$ cat src/rtl/comparator_sweep_ctrl.sv
// Exhaustive self-test sequencer for a WIDTH-bit magnitude comparator.
// Walks every (A,B) pair, waits SETTLE cycles, then checks the six flags.
module comparator_sweep_ctrl #(
    parameter int WIDTH  = 3,
    parameter int SETTLE = 1,
    parameter int ERR_W  = 8
) (
    input  logic             clk,
    input  logic             reset,
    input  logic             start,
    output logic [WIDTH-1:0] dec_a,
    output logic [WIDTH-1:0] dec_b,
    input  logic             a_gt_b,
    input  logic             a_ge_b,
    input  logic             a_lt_b,
    input  logic             a_le_b,
    input  logic             a_eq_b,
    input  logic             a_ne_b,
    output logic             busy,
    output logic             done,
    output logic             pass,
    output logic [ERR_W-1:0] err_count,
    output logic             fail_valid,
    output logic [WIDTH-1:0] fail_a,
    output logic [WIDTH-1:0] fail_b
);

    localparam int CNT_W = (SETTLE > 1) ? $clog2(SETTLE) : 1;
    localparam logic [CNT_W-1:0] CNT_LOAD = CNT_W'(SETTLE - 1);
    localparam logic [ERR_W-1:0] ERR_MAX  = '1;

    typedef enum logic [1:0] {
        S_IDLE,
        S_WAIT,
        S_CHECK,
        S_DONE
    } state_t;

    state_t           r_state;
    logic [CNT_W-1:0] r_cnt;
    logic [WIDTH-1:0] r_a;
    logic [WIDTH-1:0] r_b;
    logic             r_busy;
    logic             r_done;
    logic             r_pass;
    logic [ERR_W-1:0] r_err;
    logic             r_fail_valid;
    logic [WIDTH-1:0] r_fail_a;
    logic [WIDTH-1:0] r_fail_b;

    logic [5:0]       w_exp;
    logic [5:0]       w_got;
    logic             w_mismatch;
    logic             w_last;
    logic [ERR_W-1:0] w_err_nxt;

    assign w_exp = {r_a > r_b, r_a >= r_b, r_a < r_b,
                    r_a <= r_b, r_a == r_b, r_a != r_b};
    assign w_got = {a_gt_b, a_ge_b, a_lt_b, a_le_b, a_eq_b, a_ne_b};
    assign w_mismatch = (w_exp != w_got);
    assign w_last = (&r_a) && (&r_b);

    // One count per failing pair, saturating.
    always_comb begin
        w_err_nxt = r_err;
        if (w_mismatch && (r_err != ERR_MAX)) begin
            w_err_nxt = r_err + ERR_W'(1);
        end
    end

    always_ff @(posedge clk) begin
        if (reset) begin
            r_state      <= S_IDLE;
            r_cnt        <= '0;
            r_a          <= '0;
            r_b          <= '0;
            r_busy       <= 1'b0;
            r_done       <= 1'b0;
            r_pass       <= 1'b0;
            r_err        <= '0;
            r_fail_valid <= 1'b0;
            r_fail_a     <= '0;
            r_fail_b     <= '0;
        end else begin
            case (r_state)
                S_IDLE: begin
                    r_done <= 1'b0;
                    if (start) begin
                        r_a          <= '0;
                        r_b          <= '0;
                        r_err        <= '0;
                        r_fail_valid <= 1'b0;
                        r_fail_a     <= '0;
                        r_fail_b     <= '0;
                        r_pass       <= 1'b0;
                        r_cnt        <= CNT_LOAD;
                        r_busy       <= 1'b1;
                        r_state      <= S_WAIT;
                    end
                end
                S_WAIT: begin
                    if (r_cnt == '0) begin
                        r_state <= S_CHECK;
                    end else begin
                        r_cnt <= r_cnt - CNT_W'(1);
                    end
                end
                S_CHECK: begin
                    r_err <= w_err_nxt;
                    if (w_mismatch && !r_fail_valid) begin
                        r_fail_valid <= 1'b1;
                        r_fail_a     <= r_a;
                        r_fail_b     <= r_b;
                    end
                    if (w_last) begin
                        r_busy  <= 1'b0;
                        r_done  <= 1'b1;
                        r_pass  <= (w_err_nxt == '0);
                        r_state <= S_DONE;
                    end else begin
                        r_b <= r_b + WIDTH'(1);
                        if (&r_b) begin
                            r_a <= r_a + WIDTH'(1);
                        end
                        r_cnt   <= CNT_LOAD;
                        r_state <= S_WAIT;
                    end
                end
                S_DONE: begin
                    r_done  <= 1'b0;
                    r_state <= S_IDLE;
                end
                default: begin
                    r_state <= S_IDLE;
                end
            endcase
        end
    end

    assign dec_a      = r_a;
    assign dec_b      = r_b;
    assign busy       = r_busy;
    assign done       = r_done;
    assign pass       = r_pass;
    assign err_count  = r_err;
    assign fail_valid = r_fail_valid;
    assign fail_a     = r_fail_a;
    assign fail_b     = r_fail_b;

endmodule

$ cat config.mk
export PLATFORM = sky130hd
export DESIGN_NAME = comparator_sweep_ctrl
export DESIGN_NICKNAME = d
export VERILOG_FILES = /design/src/rtl/comparator_sweep_ctrl.sv
export SDC_FILE = /design/constraint.sdc
export NUM_CORES = 1
export LEC_CHECK = 0
export ABC_AREA = 1
export CORE_ASPECT_RATIO = 1.75
export CORE_MARGIN = 1.5
export CORE_UTILIZATION = 45
export DETAILED_ROUTE_END_ITERATION = 6
export DONT_BUFFER_PORTS = 1
export PLACE_DENSITY_LB_ADDON = 0.1
export SYNTH_ARGS = -nofsm -noshare
export SYNTH_HDL_FRONTEND = slang
export SYNTH_SLANG_ARGS = --single-unit
export TNS_END_PERCENT = 100
$ cat constraint.sdc
create_clock -name clk -period 2.15 [get_ports clk]
set_clock_uncertainty 0.2 [all_clocks]
set_input_delay 0.43 -clock clk [delete_from_list [all_inputs] [get_ports clk]]
set_output_delay 0.43 -clock clk [all_outputs]
set_load 0.05 [all_outputs]
==> results.txt, run 1 <==
----------------------------------------------------
[Route]
  Sum of routed wire length over all layers ... 4140 µm
  Detailed-route vias per instance ... 5.04
  First-pass iteration count of the detailed router ... 4
  Count of antenna-violating nets left after detailed routing ... 0
  Met3 wire len ... 170 µm
  Number of vias after detailed routing ... 1572
  Violation count after the first detailed-routing iteration ... 35
  Wire length on met2 ... 2350 µm
  Top metal layer carrying routed signals ... met4
  WL/cell ... 13.3 µm
  DRC ... 0
  Met1 routed wirelength after detailed routing ... 1460 µm

[Place]
  Half-perimeter wire length after placement ... 3180 µm
  RePlAce Congestion ... 0.900
  Number of port buffers ... 0
  Number of placed cells counting well taps ... 302

[Clocking]
  Clock latency of the later-clocked register in the worst-skew pair ... 0.27 ns
  Number of CTS-inserted buffers ... 3
  Cts hold-fix bufs ... 0
  Clock tree from TritonCTS ... yes
  Number of sinks handled by clock tree synthesis ... 26
  Root Driver ... clkbuf_8
  H-tree Lvls ... 1
  CTS max path bufs ... 2
  CTS clk-pin slew, worst paths ... 0.09 ns

[STA]
  Final-report setup violation count ... 12
  Maximum clock rate ... 434 MHz
  Least-Margin Pin Slew ... 0.539 ns
  Slew Limit Headroom ... 0.640
  Period utilisation layout ... 1.07
  Final number of hold-violating endpoints ... 0
  Min setup slack post-route ... -0.153 ns
  Time the final worst path needs with I/O delays and setup ... 2.30 ns
  RSZ-0062 raised after global routing ... true
  Final slew viol count ... 0

[Logic synthesis]
  Dominant register cell in the synthesized netlist ... dfxtp_1
  YS warnings ... 0
  Portion of synthesized cell area occupied by the leading cell type ... 0.338
  Synth cell types ... 26
  Sequential cell area fraction in the yosys report ... 0.338
  Async set-reset flop share out of synthesis ... 0
  Mean instance size in the synthesized netlist ... 6.64 µm²
  Number of flops mapped to enable cells by yosys ... 0
  Flip-flop and latch count after synthesis ... 26
  Synthesized instance count ... 232
  Leading area contributor after synthesis ... dfxtp_1
  Post-Syn Area ... 1540 µm²
  Cell types with the largest area share after synthesis ... dfxtp_1 34%, nand2_1 18%, a21oi_1 9.1%
  Number of nets in the synthesized netlist ... 251

[Floorplan]
  Placeable core region ... 3330 µm²
  IO Pins ... 33
  Overall die height ... 80.4 µm
  Number of placement rows ... 28
  Area of the die ... 3800 µm²
  Die X ... 47.2 µm
  Effective utilization at floorplan ... 0.463

[Global route]
  Wire length of the first global-routing pass ... 6630 µm
  Via count of the first global-routing pass ... 1602
  Antenna violations before repair ... 0
  Remaining Overflow, GRT ... 0
  Combined global-route utilization of all metal layers ... 0.239
  Pin count of the biggest net entering global routing ... 26

[Layout]
  Number of inserted diodes ... 0
  Commonest cells after routing, fill and taps aside ... 61 x nand2_1, 32 x buf_4, 23 x inv_1, 23 x a21oi_1, 18 x dfxtp_1
  Non-filler instance count after layout ... 312
  Final Core Density ... 0.619
  Ratio of cells with drive above 1 in the final layout ... 0.318
  Post-layout net count ... 287
  Layout-stage area growth over the synthesis result ... 33.7%
  Most common cell after layout, fill and taps aside ... nand2_1

[Setup path]
  Critical path's largest stage delay ... 0.36 ns
  Capturing element type of the critical path ... register
  Critical path start-end classification ... reg -> reg
  Critical-path cell with the highest stage delay ... dfxtp_4
  Arr. time, crit path ... 2.32 ns
  Most frequent CP cell ... nand2_2
  Critical Path, Cell by Cell ... inv_2 -> ha_4 -> nand3_4 -> buf_4 -> nand3_1 -> nand2_2 -> nor2_4 -> nand2_4 -> buf_6 -> nand2_2 -> nand2_2 -> nand2_4 -> buf_4 -> nand2_1 -> a21oi_2
  Required time reported for the critical path endpoint ... 2.16 ns
  Max Fanout on Critical Path ... 6
  Register-to-register path setup slack ... -0.15 ns
  Crit start category ... register

[Pwr]
  Gate power share ... 0.459
  Leakage dissipation ... 0.000921 µW
  Power Dens Cells ... 751 nW/µm²
  Cell internal power dissipation ... 932 µW
  Switching power ... 615 µW
  Clock Power Share ... 0.182
  Switching fraction of total power ... 0.397
  Worst supply voltage drop on vdd ... 0.555 mV
  Sequential share of power ... 0.359

[Status]
  Run status ... finished, violations left
  Violations in the final reports ... negative setup slack

[Run]
  Max capacitance violation total ... 0

[Worst hold path]
  Worst min path class ... in -> reg

----------------------------------------------------
repair_timing:
| item | CTS | global route |
|---|---|---|
| setup endpoints to repair | 12 | 17 |
| pin swaps | 15 | 10 |
| setup buffers | 2 | 3 |
| cloned | 1 | 0 |
| hold endpoints to repair | 0 | 5 |
| resized for setup | 15 | 12 |
path summary, 6_finish.rpt:
| check | start | end | cells past startpoint |
|---|---|---|---|
| worst max-delay path | dec_b[2] | fail_a[1] | 15 |
| worst min-delay path | reset | dec_b[1] | 1 |
| worst max register to register | dec_b[2] | fail_a[1] | 15 |
| worst min register to register | r_state[0] | r_state[0] | 2 |
through the flow:
| stage | TNS [ns] | setup slack (ns) | hold WS (ns) | total power [µW] | cell area (µm²) |
|---|---|---|---|---|---|
| global placement | -1.00 | -0.161 | 0.295 | 1110 | 1850 |
| global route | -2.85 | -0.304 | -0.00466 | 1640 | 2060 |
| finish | -1.00 | -0.153 | 0.0146 | 1550 | 2060 |
| CTS | -0.886 | -0.118 | 0.00322 | 1500 | 2000 |
| detailed placement | -1.29 | -0.184 | 0.295 | 1110 | 1850 |
| floorplan | -0.0322 | -0.0322 | 0.291 | 955 | 1600 |
Yosys cell counts (2+ instances only):
library cell / count
ha_1: 10
nor2_1: 19
nor3_1: 2
nor2_4: 2
inv_2: 2
o21ai_0: 3
nand3b_1: 4
inv_1: 26
a21oi_1: 28
nand2_1: 75
dfxtp_1: 26
nand2_2: 4
a211oi_1: 3
clkbuf_1: 2
xor2_1: 3
nand3_1: 13
layout make-up:
class	instances	area [µm²]
repair buffers	34	272
clock inverters	1	3.75
fillers	306	1270
multi-input cells	175	1040
flip-flops and latches	26	543
inverters	28	105
well taps	45	56.3
clock buffers	3	41.3
layer usage:
metal | global-route usage | up-vias
met5 | 0 | -
met4 | 0.125 | 0
met1 | 0.205 | 709
met3 | 0.0472 | 13
li1 | - | 819
met2 | 0.462 | 31
registers in the layout, indices dropped and copies added, names as in the netlist, 2 cells and up:
name and flops:
dec_a 3, fail_b 3, err_count 8, dec_b 3, fail_a 3, r_state 2
kinds of logic (layout without fill, tap and decap cells):
kind of cell               Yosys count  after routing  synth area share
DFF                                 26             26             0.338
xor gates and xnor gates             4              4            0.0227
and+or+nand+nor                    124            125             0.354
buffers and inverters               32             66            0.0787
AOI/OAI and AO/OA                   36             36             0.126
adders and majority gates           10             10            0.0812
worst max-delay path: cells and delay by family, from the launching register on:
family          cells  cell delay (ns)
flops               1             0.36
buf+inv             4             0.43
fa+ha+maj           1             0.30
simple gates        9             0.80
compound gates      1             0.15
power groups by stage:
stage	clock [µW]	combinational [µW]	sequential, µW
floorplan	0	335	620
global placement	0	541	565
detailed placement	0	543	566
CTS	289	652	556
global route	306	774	558
finish	281	710	555
(Power assumes the default switching activity.)
==> run 2: changes to the inputs <==
--- a/constraint.sdc
+++ b/constraint.sdc
@@ -3,3 +3,3 @@
 set_input_delay 0.43 -clock clk [delete_from_list [all_inputs] [get_ports clk]]
 set_output_delay 0.43 -clock clk [all_outputs]
-set_load 0.05 [all_outputs]
+set_load 0.01 [all_outputs]
==> results.txt, run 2 (same netlist as run 1, synthesis figures left out) <==
----------------------------------------------------
[Floorplan]
  Effective utilization at floorplan ... 0.463 (unchanged)
  Die X ... 47.2 µm (unchanged)
  Overall die height ... 80.4 µm (unchanged)
  Number of placement rows ... 28 (unchanged)
  Placeable core region ... 3330 µm² (unchanged)
  IO Pins ... 33 (unchanged)
  Area of the die ... 3800 µm² (unchanged)

[Place]
  Post-placement worst setup slack ... -0.140 ns (+0.0440 ns)
  RePlAce Congestion ... 0.843 (-6.2%)
  Half-perimeter wire length after placement ... 2990 µm (-6.0%)
  Number of port buffers ... 0 (unchanged)

[Clocking]
  Number of sinks handled by clock tree synthesis ... 26 (unchanged)
  CTS max path bufs ... 2 (unchanged)
  Root Driver ... clkbuf_8
  CTS clk-pin slew, worst paths ... 0.10 ns (about the same)
  H-tree Lvls ... 1 (unchanged)
  Clock latency of the later-clocked register in the worst-skew pair ... 0.27 ns (about the same)
  Clock tree from TritonCTS ... yes
  Number of CTS-inserted buffers ... 3 (unchanged)

[STA]
  Min setup slack post-route ... -0.154 ns (-0.000338 ns)
  Maximum clock rate ... 434 MHz (about the same)
  Period utilisation layout ... 1.07 (about the same)
  RSZ-0062 raised after global routing ... true
  Least-Margin Pin Slew ... 0.599 ns (+0.0600 ns)
  Time the final worst path needs with I/O delays and setup ... 2.30 ns (+0.000338 ns)
  Final slew viol count ... 0 (unchanged)
  Final-report setup violation count ... 11 (-1)
  Final worst hold slack ... 0.00896 ns (-0.00561 ns)
  Slew Limit Headroom ... 0.599 (-0.0408)
  Final number of hold-violating endpoints ... 0 (unchanged)

[Route]
  Met3 wire len ... 152 µm (-11%)
  WL/cell ... 14.1 µm (+6.3%)
  Top metal layer carrying routed signals ... met4
  Sum of routed wire length over all layers ... 4320 µm (+4.2%)
  Met1 routed wirelength after detailed routing ... 1640 µm (+12%)
  Count of antenna-violating nets left after detailed routing ... 0 (unchanged)
  Number of vias after detailed routing ... 1573 (+0.064%)
  Detailed-route vias per instance ... 5.14 (+2.0%)
  Violation count after the first detailed-routing iteration ... 26 (-26%)
  Wire length on met2 ... 2440 µm (+3.8%)
  DRC ... 0 (unchanged)
  First-pass iteration count of the detailed router ... 4 (unchanged)

[Setup path]
  Crit Reg-Reg Startpoint ... dec_b[2]
  Capturing element type of the critical path ... register
  Register-to-register path setup slack ... -0.15 ns (about the same)
  Family with the most delay on the worst path ... simple AND/OR/NAND/NOR gates
  Max Fanout on Critical Path ... 5 (-1)
  Buffers plus inverters on the worst setup path ... 1 (-3)
  Critical path's largest stage delay ... 0.34 ns (-0.02 ns)
  Critical path start-end classification ... reg -> reg
  Crit start category ... register
  Critical Path, Cell by Cell ... inv_2 -> ha_4 -> a21oi_4 -> nand3_1 -> nand2_1 -> nand2_1 -> nor2_4 -> nand2_4 -> nand3b_1 -> nand2_4 -> nor2_4 -> nand2_2 -> nor2_2 -> nor2_1 -> nor2_1
  Required time reported for the critical path endpoint ... 2.17 ns (about the same)
  Crit Reg-Reg Endpoint ... pass
  Arr. time, crit path ... 2.32 ns (about the same)
  Critical-path cell with the highest stage delay ... dfxtp_2
  Worst reg2reg path depth ... 15 (unchanged)

[Layout]
  Number of inserted diodes ... 0 (unchanged)
  Most common cell after layout, fill and taps aside ... nand2_1
  Commonest cells after routing, fill and taps aside ... 45 x nand2_1, 24 x inv_1, 23 x nand2_2
  Layout-stage area growth over the synthesis result ... 40.1%
  Ratio of cells with drive above 1 in the final layout ... 0.375 (+0.0571)
  Largest register FFs ... 8 (unchanged)
  Final Core Density ... 0.649 (+0.0297)
  Post-layout net count ... 281 (-2.1%)

[Global route]
  Antenna violations before repair ... 0 (unchanged)
  Remaining Overflow, GRT ... 0 (unchanged)
  Via count of the first global-routing pass ... 1540 (-3.9%)
  Pin count of the biggest net entering global routing ... 26 (unchanged)
  Combined global-route utilization of all metal layers ... 0.234 (-0.00572)
  Wire length of the first global-routing pass ... 6550 µm (-1.2%)

[Pwr]
  Cell internal power dissipation ... 977 µW (+4.8%)
  Sequential share of power ... 0.341 (-0.018)
  Power Dens Cells ... 731 nW/µm² (-2.5%)
  Clock Power Share ... 0.208 (+0.026)
  Leakage dissipation ... 0.000960 µW (+4.3%)
  Switching power ... 603 µW (-1.9%)
  Switching fraction of total power ... 0.382 (-0.0156)
  Worst supply voltage drop on vdd ... 0.569 mV (+2.5%)
  Gate power share ... 0.450 (-0.009)

[Worst hold path]
  Launch point of the worst hold path ... reset
  Hold Path Stages ... 1 (unchanged)
  Worst min path class ... in -> reg
  Hold endpoint ... pass

[Run]
  Max capacitance violation total ... 0 (unchanged)

[Status]
  Violations in the final reports ... negative setup slack
  Run status ... finished, violations left

----------------------------------------------------
-- run 2: worst max path at each step --
stage              from  endpoint  slack, ns  cells after the start
2_1_floorplan  dec_b[1]      pass       0.02                     15
3_5_place_dp   dec_b[1]      pass      -0.14                     17
3_3_place_gp   dec_a[0]      pass      -0.13                     16
4_1_cts        dec_b[2]      pass      -0.11                     16
5_1_grt        dec_b[2]      pass      -0.32                     15
6_report       dec_b[2]      pass      -0.15                     15
-- run 2: cell type report --
type	instances	area (µm²)
inverters	28	105
multi-input cells	175	1180
repair buffers	28	239
well taps	45	56.3
clock buffers	4	55.1
fillers	304	1170
flip-flops and latches	26	526
-- run 2: what timing repair did --
action	in CTS	in global routing
hold buffers	0	2
endpoints found under the setup margin	11	15
endpoints found under the hold margin	0	10
cloned	1	0
pin swaps	15	36
setup buffers	3	2
gates resized for setup	13	59
-- run 2: per-layer routing --
metal  global-route usage  vias to the layer above
met5                    0                        -
met1                0.243                      728
met4               0.0972                        0
met2                0.423                       32
met3               0.0427                       10
li1                     -                      803
-- run 2: metrics by stage --
step | TNS (ns) | total power [µW] | cell area, µm² | instances
final | -0.617 | 1580 | 2160 | 306
after global routing | -2.30 | 1670 | 2160 | 306
after CTS | -0.192 | 1470 | 1930 | 304
after detailed placement | -0.190 | 1070 | 1780 | 296
after global placement | -0.207 | 1080 | 1780 | 296
after floorplan | 0 | 887 | 1560 | 232
-- run 2: power by group through the flow --
stage | combinational [µW] | clock, µW | sequential (µW)
2_1_floorplan | 331 | 0 | 557
3_3_place_gp | 529 | 0 | 547
3_5_place_dp | 526 | 0 | 547
4_1_cts | 597 | 334 | 539
5_1_grt | 783 | 349 | 542
6_report | 711 | 329 | 539
==> run 3: changes to the inputs <==
SLEW_MARGIN = 30   (was default)
==> results of run 3 <==
The final DEF is identical to that of run 2; final timing and power are the same.
==> RTL edit 1 (settings of run 2) <==
The parameter `ERR_W` goes from 8 to 10.
--- a/src/rtl/comparator_sweep_ctrl.sv
+++ b/src/rtl/comparator_sweep_ctrl.sv
@@ -3,7 +3,7 @@
 module comparator_sweep_ctrl #(
     parameter int WIDTH  = 3,
     parameter int SETTLE = 1,
-    parameter int ERR_W  = 8
+    parameter int ERR_W  = 10
 ) (
     input  logic             clk,
     input  logic             reset,
Interface: changed (resized err_count); port bits go from 33 to 35. The function was not compared with the original's and may differ.
==> RTL edit 1 against run 2 <==
The run still ends with negative setup slack left; wire length rose by 7.7%; total power is 6.0% lower; critical path depth rose by 1; worst setup slack gained 0.081 ns; final cell count grew 14%; cell area is 3.9% higher; sequential share of layout area is 0.88 points higher; synthesized area up 15%; combinational power fell by 19%; sequential cell count rose by 2; critical path type unchanged.
==> RTL edit 1: results (changes against run 2) <==
The flow ran to the end, but the final reports show violations. The final reports fail on negative setup slack. The antenna cell count is 0 (unchanged), and the largest fanout on the critical path is 8 (+3). For the number of global-route vias before repair, the log shows 1,690 (+9.7%). Family with the most delay on the worst path: simple AND/OR/NAND/NOR gates. The post-synthesis cell type count was 30 (+15%); the number of cells in the design after placement was 338 (+14%). The first-pass iteration count of the detailed router is 4 (unchanged). For the pin count of the biggest net entering global routing, the log shows 27 (+3.8%). The sum of overflow across all layers after global routing came out at 0 (unchanged).

The logs give 0 (unchanged) for the warning count from the yosys run and 1 (+1) for the number of hold-repair buffers added at the cts stage. The final critical-path setup slack is -0.07319 ns (+0.08062 ns). The worst-case setup slack after placement came out at -0.1307 ns (+0.009433 ns).

The remaining antenna violation count after routing was 0 (unchanged); the mean area per synthesized cell was 6.515 um^2 (-2.0%). The layout filler cell count was 416 (+37%); the worst slew margin relative to its limit was 79.70% (+20 points). The tools report the count of H-tree levels built during CTS as 1 (unchanged). The final estimated routing congestion in global placement was 0.8094 (-4.0%); the mean number of vias per cell was 4.966 (-3.4%). The sequential area share after synthesis was 31.75% (-2.0 points); the first-pass GRT wire length was 7.493 mm (+14%).

The net count after synthesis is 290 (+16%), and the half-perimeter wire length after detailed placement is 3.410 mm (+14%). The fraction of layout instances using a drive strength above 1 is 28.00% (-9.5 points), and the per-cell routed wire length is 13.37 um (-5.3%). The summed negative setup slack over all endpoints was -0.07319 ns (+0.5436 ns); the maximum resistive drop on vdd was 0.0004217 V (-26%). The number of flip-flops under the largest register name works out to 10 (+2). Static power due to leakage: 1.000 nW (+4.2%). The run gives 0 (unchanged) as the max-slew violation count.

Global routing usage summed across all routing layers: 22.34% (-1.0 points). The count of placed standard cells in the final layout, fillers left out is 348 (+14%). Final setup violation count: 1 (-10).

The tools report the number of violations reported at the end of detailed-routing iteration 0 as 32 (+23%). The most critical setup path has its startpoint at dec_b[2]$_SDFFE_PP0P_. Ranked by total cell area, the synthesized netlist is headed by sky130_fd_sc_hd__dfxtp_1 (32%), sky130_fd_sc_hd__nand2_1 (19%), sky130_fd_sc_hd__inv_1 (7.4%). The final-stage net count was 320 (+14%); the number of antenna violations at the first check in global routing was 0 (unchanged). After synthesis, the most frequently instantiated cells are sky130_fd_sc_hd__nand2_1 (88), sky130_fd_sc_hd__inv_1 (35), sky130_fd_sc_hd__dfxtp_1 (28). The critical path data arrival time is 2.24 ns (-0.08 ns).
## RTL edit 1: cell types whose count changed in the layout (fill, tap and decap cells not counted), moves of 4 or more
cell / run 2 / this run
sky130_fd_sc_hd__buf_4: 22 / 26
sky130_fd_sc_hd__nand3_1: 9 / 19
sky130_fd_sc_hd__nand2_2: 23 / 16
sky130_fd_sc_hd__nand2_1: 45 / 77
sky130_fd_sc_hd__nand2_4: 12 / 3
sky130_fd_sc_hd__inv_1: 24 / 32
sky130_fd_sc_hd__nor2_1: 15 / 19
## RTL edit 1: per-layer routing
metal / GRT usage, % / vias up / wire, um
met5: 0 / - / 0
met3: 3.136 / 2 / 151
li1: - / 914 / -
met4: 6.880 / 0 / 32
met2: 45.10 / 20 / 2690
met1: 22.38 / 792 / 1777
## RTL edit 1: metrics by stage
| step | area (um^2) | hold slack, ns |
|---|---|---|
| floorplan | 1783 | 0.2843 |
| global placement | 2001 | 0.2952 |
| detailed placement | 2001 | 0.2951 |
| CTS | 2175 | 0.0001855 |
| global route | 2243 | -0.01064 |
| finish | 2243 | 0.008658 |
## RTL edit 1: cell type report
cell class	instances	area share (%)
Multi-Input combinational cell	200	52.65
Timing Repair Buffer	30	10.65
Inverter	38	6.358
Sequential cell	28	25.21
Tap cell	48	2.677
Clock buffer	4	2.454
## RTL edit 1: report_power, final
part           internal, W  switching, W  total, W
clock             0.000164      0.000167  0.000331
sequential        0.000552     0.0000280  0.000580
combinational     0.000212      0.000361  0.000573
## RTL edit 1: timing repair
action	in CTS	in global routing
endpoints found under the hold margin	2	11
pin swaps	20	12
resized for setup	24	12
buffers inserted	1	3
endpoints found under the setup margin	12	19
gates cloned	1	0
## RTL edit 1: cells by family after synthesis
logic type                 count (synthesis)  synth area share [%]
buffers and inverters                     44                 9.781
xor gates and xnor gates                   3                 1.489
and+or+nand+nor                          150                 38.41
AOI/OAI and AO/OA                         36                 11.48
adders and majority gates                 10                 7.087
DFF                                       28                 31.75
## RTL edit 1: final timing paths
check	cells after the start	end	slack [ns]
min reg2reg	2	fail_b[1]$_SDFFE_PP0P_	0.31
min	1	err_count[6]$_SDFFE_PP0P_	0.009
max reg2reg	16	pass$_SDFFE_PP0P_	-0.07
max	16	pass$_SDFFE_PP0P_	-0.07
==> RTL edit 2 (flow settings as in run 2) <==
Made on the original files. Encoding of `state_t`: now one-hot (4 bits for 4 states).
--- a/src/rtl/comparator_sweep_ctrl.sv
+++ b/src/rtl/comparator_sweep_ctrl.sv
@@ -29,11 +29,11 @@
     localparam logic [CNT_W-1:0] CNT_LOAD = CNT_W'(SETTLE - 1);
     localparam logic [ERR_W-1:0] ERR_MAX  = '1;
 
-    typedef enum logic [1:0] {
-        S_IDLE,
-        S_WAIT,
-        S_CHECK,
-        S_DONE
+    typedef enum logic [3:0] {
+        S_IDLE  = 4'b0001,
+        S_WAIT  = 4'b0010,
+        S_CHECK = 4'b0100,
+        S_DONE  = 4'b1000
     } state_t;
 
     state_t           r_state;
Check against the original RTL: no difference found for any inputs over 10 cycles, from zero or initial values and one cycle with reset high; not proved beyond that.
==> RTL edit 2 against run 2 <==
The run still ends with negative setup slack left; wire length down 4.4%; count of clock-buffer cells in the layout stayed put; sequential cell count grew 2; worst setup slack better by 0.13 ns; die area increased by 5.9%; sequential share of layout area up 4.1 points; synthesized area increased by 6.3%; cell area is 7.6% lower; final cell count fell by 1.3%; synthesized cell count is 2.2% higher; fmax up 6.1%; critical path type unchanged; highest routed layer unchanged.
Power is not compared: it rests on default switching activity, and its combinational part moved more than twofold at a synthesized area within 25%.
==> RTL edit 2: results (changes against run 2) <==
The final estimated routing congestion in global placement is 0.8243 (-2.3%). The power per cell area is 608.7 nW/um^2, and the clock transition at the register clock pins on the worst setup and hold paths after CTS is 0.09 ns. The half-perimeter wire length after detailed placement was 3.197 mm (+6.8%).

The flow ran to the end, but the final reports show violations. The mean number of vias per cell is 5.053 (-1.7%), and the relative contribution of combinational cells to total power is 27.7%. The first-pass GRT wire length was 6.831 mm (+4.3%). For the final-stage net count, the log shows 275 (-2.1%). The sequential area share after synthesis came out at 34.22% (+0.46 points).

Ranked by instance count, the synthesized netlist is headed by sky130_fd_sc_hd__nand2_1 (73), sky130_fd_sc_hd__dfxtp_1 (28), sky130_fd_sc_hd__inv_1 (26). The analysis attributes to net switching a power of 0.0003904 W. STA classifies the critical path endpoint as a register. The fraction of layout instances using a drive strength above 1 works out to 28.40% (-9.1 points). The most frequently used flop master after synthesis is sky130_fd_sc_hd__dfxtp_1. The worst-case setup slack after placement is -0.08206 ns (+0.05808 ns). The mean area per synthesized cell is 6.911 um^2 (+4.0%), and the DRC violation count after routing is 0 (unchanged).

The total clock buffers created by CTS came out at 3 (unchanged). The min-delay analysis places its worst path in the category primary input to register. The tools report the warning count from the yosys run as 0 (unchanged). The maximum resistive drop on vdd came out at 0.0004874 V. The per-cell routed wire length was 13.67 um (-3.2%). The area after detailed placement was 1821 um^2 (+2.0%); the static power due to leakage was 0.9022 nW. The endpoint of the worst setup timing path was pass$_SDFFE_PP0P_. The tools report the wire length after detailed routing as 4.127 mm (-4.4%). The layout filler cell count came out at 370 (+22%). Ranked by total cell area, the synthesized netlist is headed by sky130_fd_sc_hd__dfxtp_1 (34%), sky130_fd_sc_hd__nand2_1 (17%), sky130_fd_sc_hd__a21oi_1 (7.0%). The tools report the count of H-tree levels built during CTS as 1 (unchanged).

The worst slew margin relative to its limit was 77.93% (+18 points); the number of global-route vias before repair was 1,530 (-0.65%). The share of flip-flops with an asynchronous set or reset after synthesis is 0% (unchanged). The cell family contributing the most delay on the critical path is simple AND/OR/NAND/NOR gates. The logs give 254 (+1.2%) for the net count after synthesis and 30 (+15%) for the post-synthesis cell type count. The tools report the start point of the worst min-delay path as reset. The final reports fail on negative setup slack. Power attributed to sequential cells is 0.000559 W. For the global routing usage summed across all routing layers, the log shows 21.17% (-2.2 points). The number of violations reported at the end of detailed-routing iteration 0 was 24 (-7.7%).

The number of cells in the design after placement came out at 295 (-0.34%). The largest individual stage delay along the critical path comes from the cell sky130_fd_sc_hd__dfxtp_2. The setup path with the least slack is of type register to register. The run gives -0.02181 ns (+0.1320 ns) as the final critical-path setup slack.

The largest fanout on the critical path was 8 (+3); the pin count of the biggest net entering global routing was 27 (+3.8%). For the critical path data arrival time, the log shows 2.18 ns (-0.14 ns). The final setup violation count was 1 (-10); the number of cells on the worst reg-to-reg path was 16 (+1). The number of antenna violations at the first check in global routing is 0 (unchanged). The tools report the launch instance of the worst register-to-register path as dec_b[2]$_SDFFE_PP0P_. The root buffer cell chosen for the clock tree is sky130_fd_sc_hd__clkbuf_8. For the summed negative setup slack over all endpoints, the log shows -0.02181 ns (+0.5949 ns).
RTL edit 2: cell types whose count changed in the layout (fill, tap and decap cells not counted), sizes merged, moves of 2 or more:
cell,run 2,this run
a21oi,29,26
nand3b,4,2
inv,28,33
a211oi,3,1
buf,26,20
dfxtp,26,28
nand3,14,19
ha,10,8
dlygate4sd3,2,0
RTL edit 2: worst min-delay path by stage:
stage	to	slack, ns	cells past startpoint
global placement	fail_a[0]$_SDFFE_PP0P_	0.29	2
floorplan	fail_a[0]$_SDFFE_PP0P_	0.28	2
detailed placement	pass$_SDFFE_PP0P_	0.30	1
CTS	pass$_SDFFE_PP0P_	0.003	1
finish	err_count[5]$_SDFFE_PP0P_	0.02	1
global route	pass$_SDFFE_PP0P_	-0.004	1
RTL edit 2: logic make-up after synthesis:
family,synth area share (%)
adders and majority gates,6.112
AOI/OAI and AO/OA,11.84
buffers and inverters,8.480
DFF,34.22
and+or+nand+nor,37.74
xor gates and xnor gates,1.605
RTL edit 2: routing by layer:
layer  vias to the layer above  track usage [%]  wire length [um]
met5                         -                0                 0
met4                         0            5.714                72
met3                         6            3.777               144
met2                        23            42.34              2385
met1                       706            21.35              1524
li1                        791                -                 -
RTL edit 2: repair_timing:
action,in CTS,in global routing
endpoints found under the setup margin,8,14
pin swaps,5,15
hold endpoints to repair,0,4
resized for setup,9,17
setup buffers,1,2
RTL edit 2: cell type report:
| class | instances | area (um^2) | share of cell area [%] |
|---|---|---|---|
| Sequential cell | 28 | 568.0 | 28.48 |
| Clock buffer | 4 | 55.05 | 2.760 |
| Multi-Input combinational cell | 172 | 1041 | 52.20 |
| Tap cell | 45 | 56.30 | 2.823 |
| Timing Repair Buffer | 20 | 150.1 | 7.528 |
| Inverter | 33 | 123.9 | 6.211 |
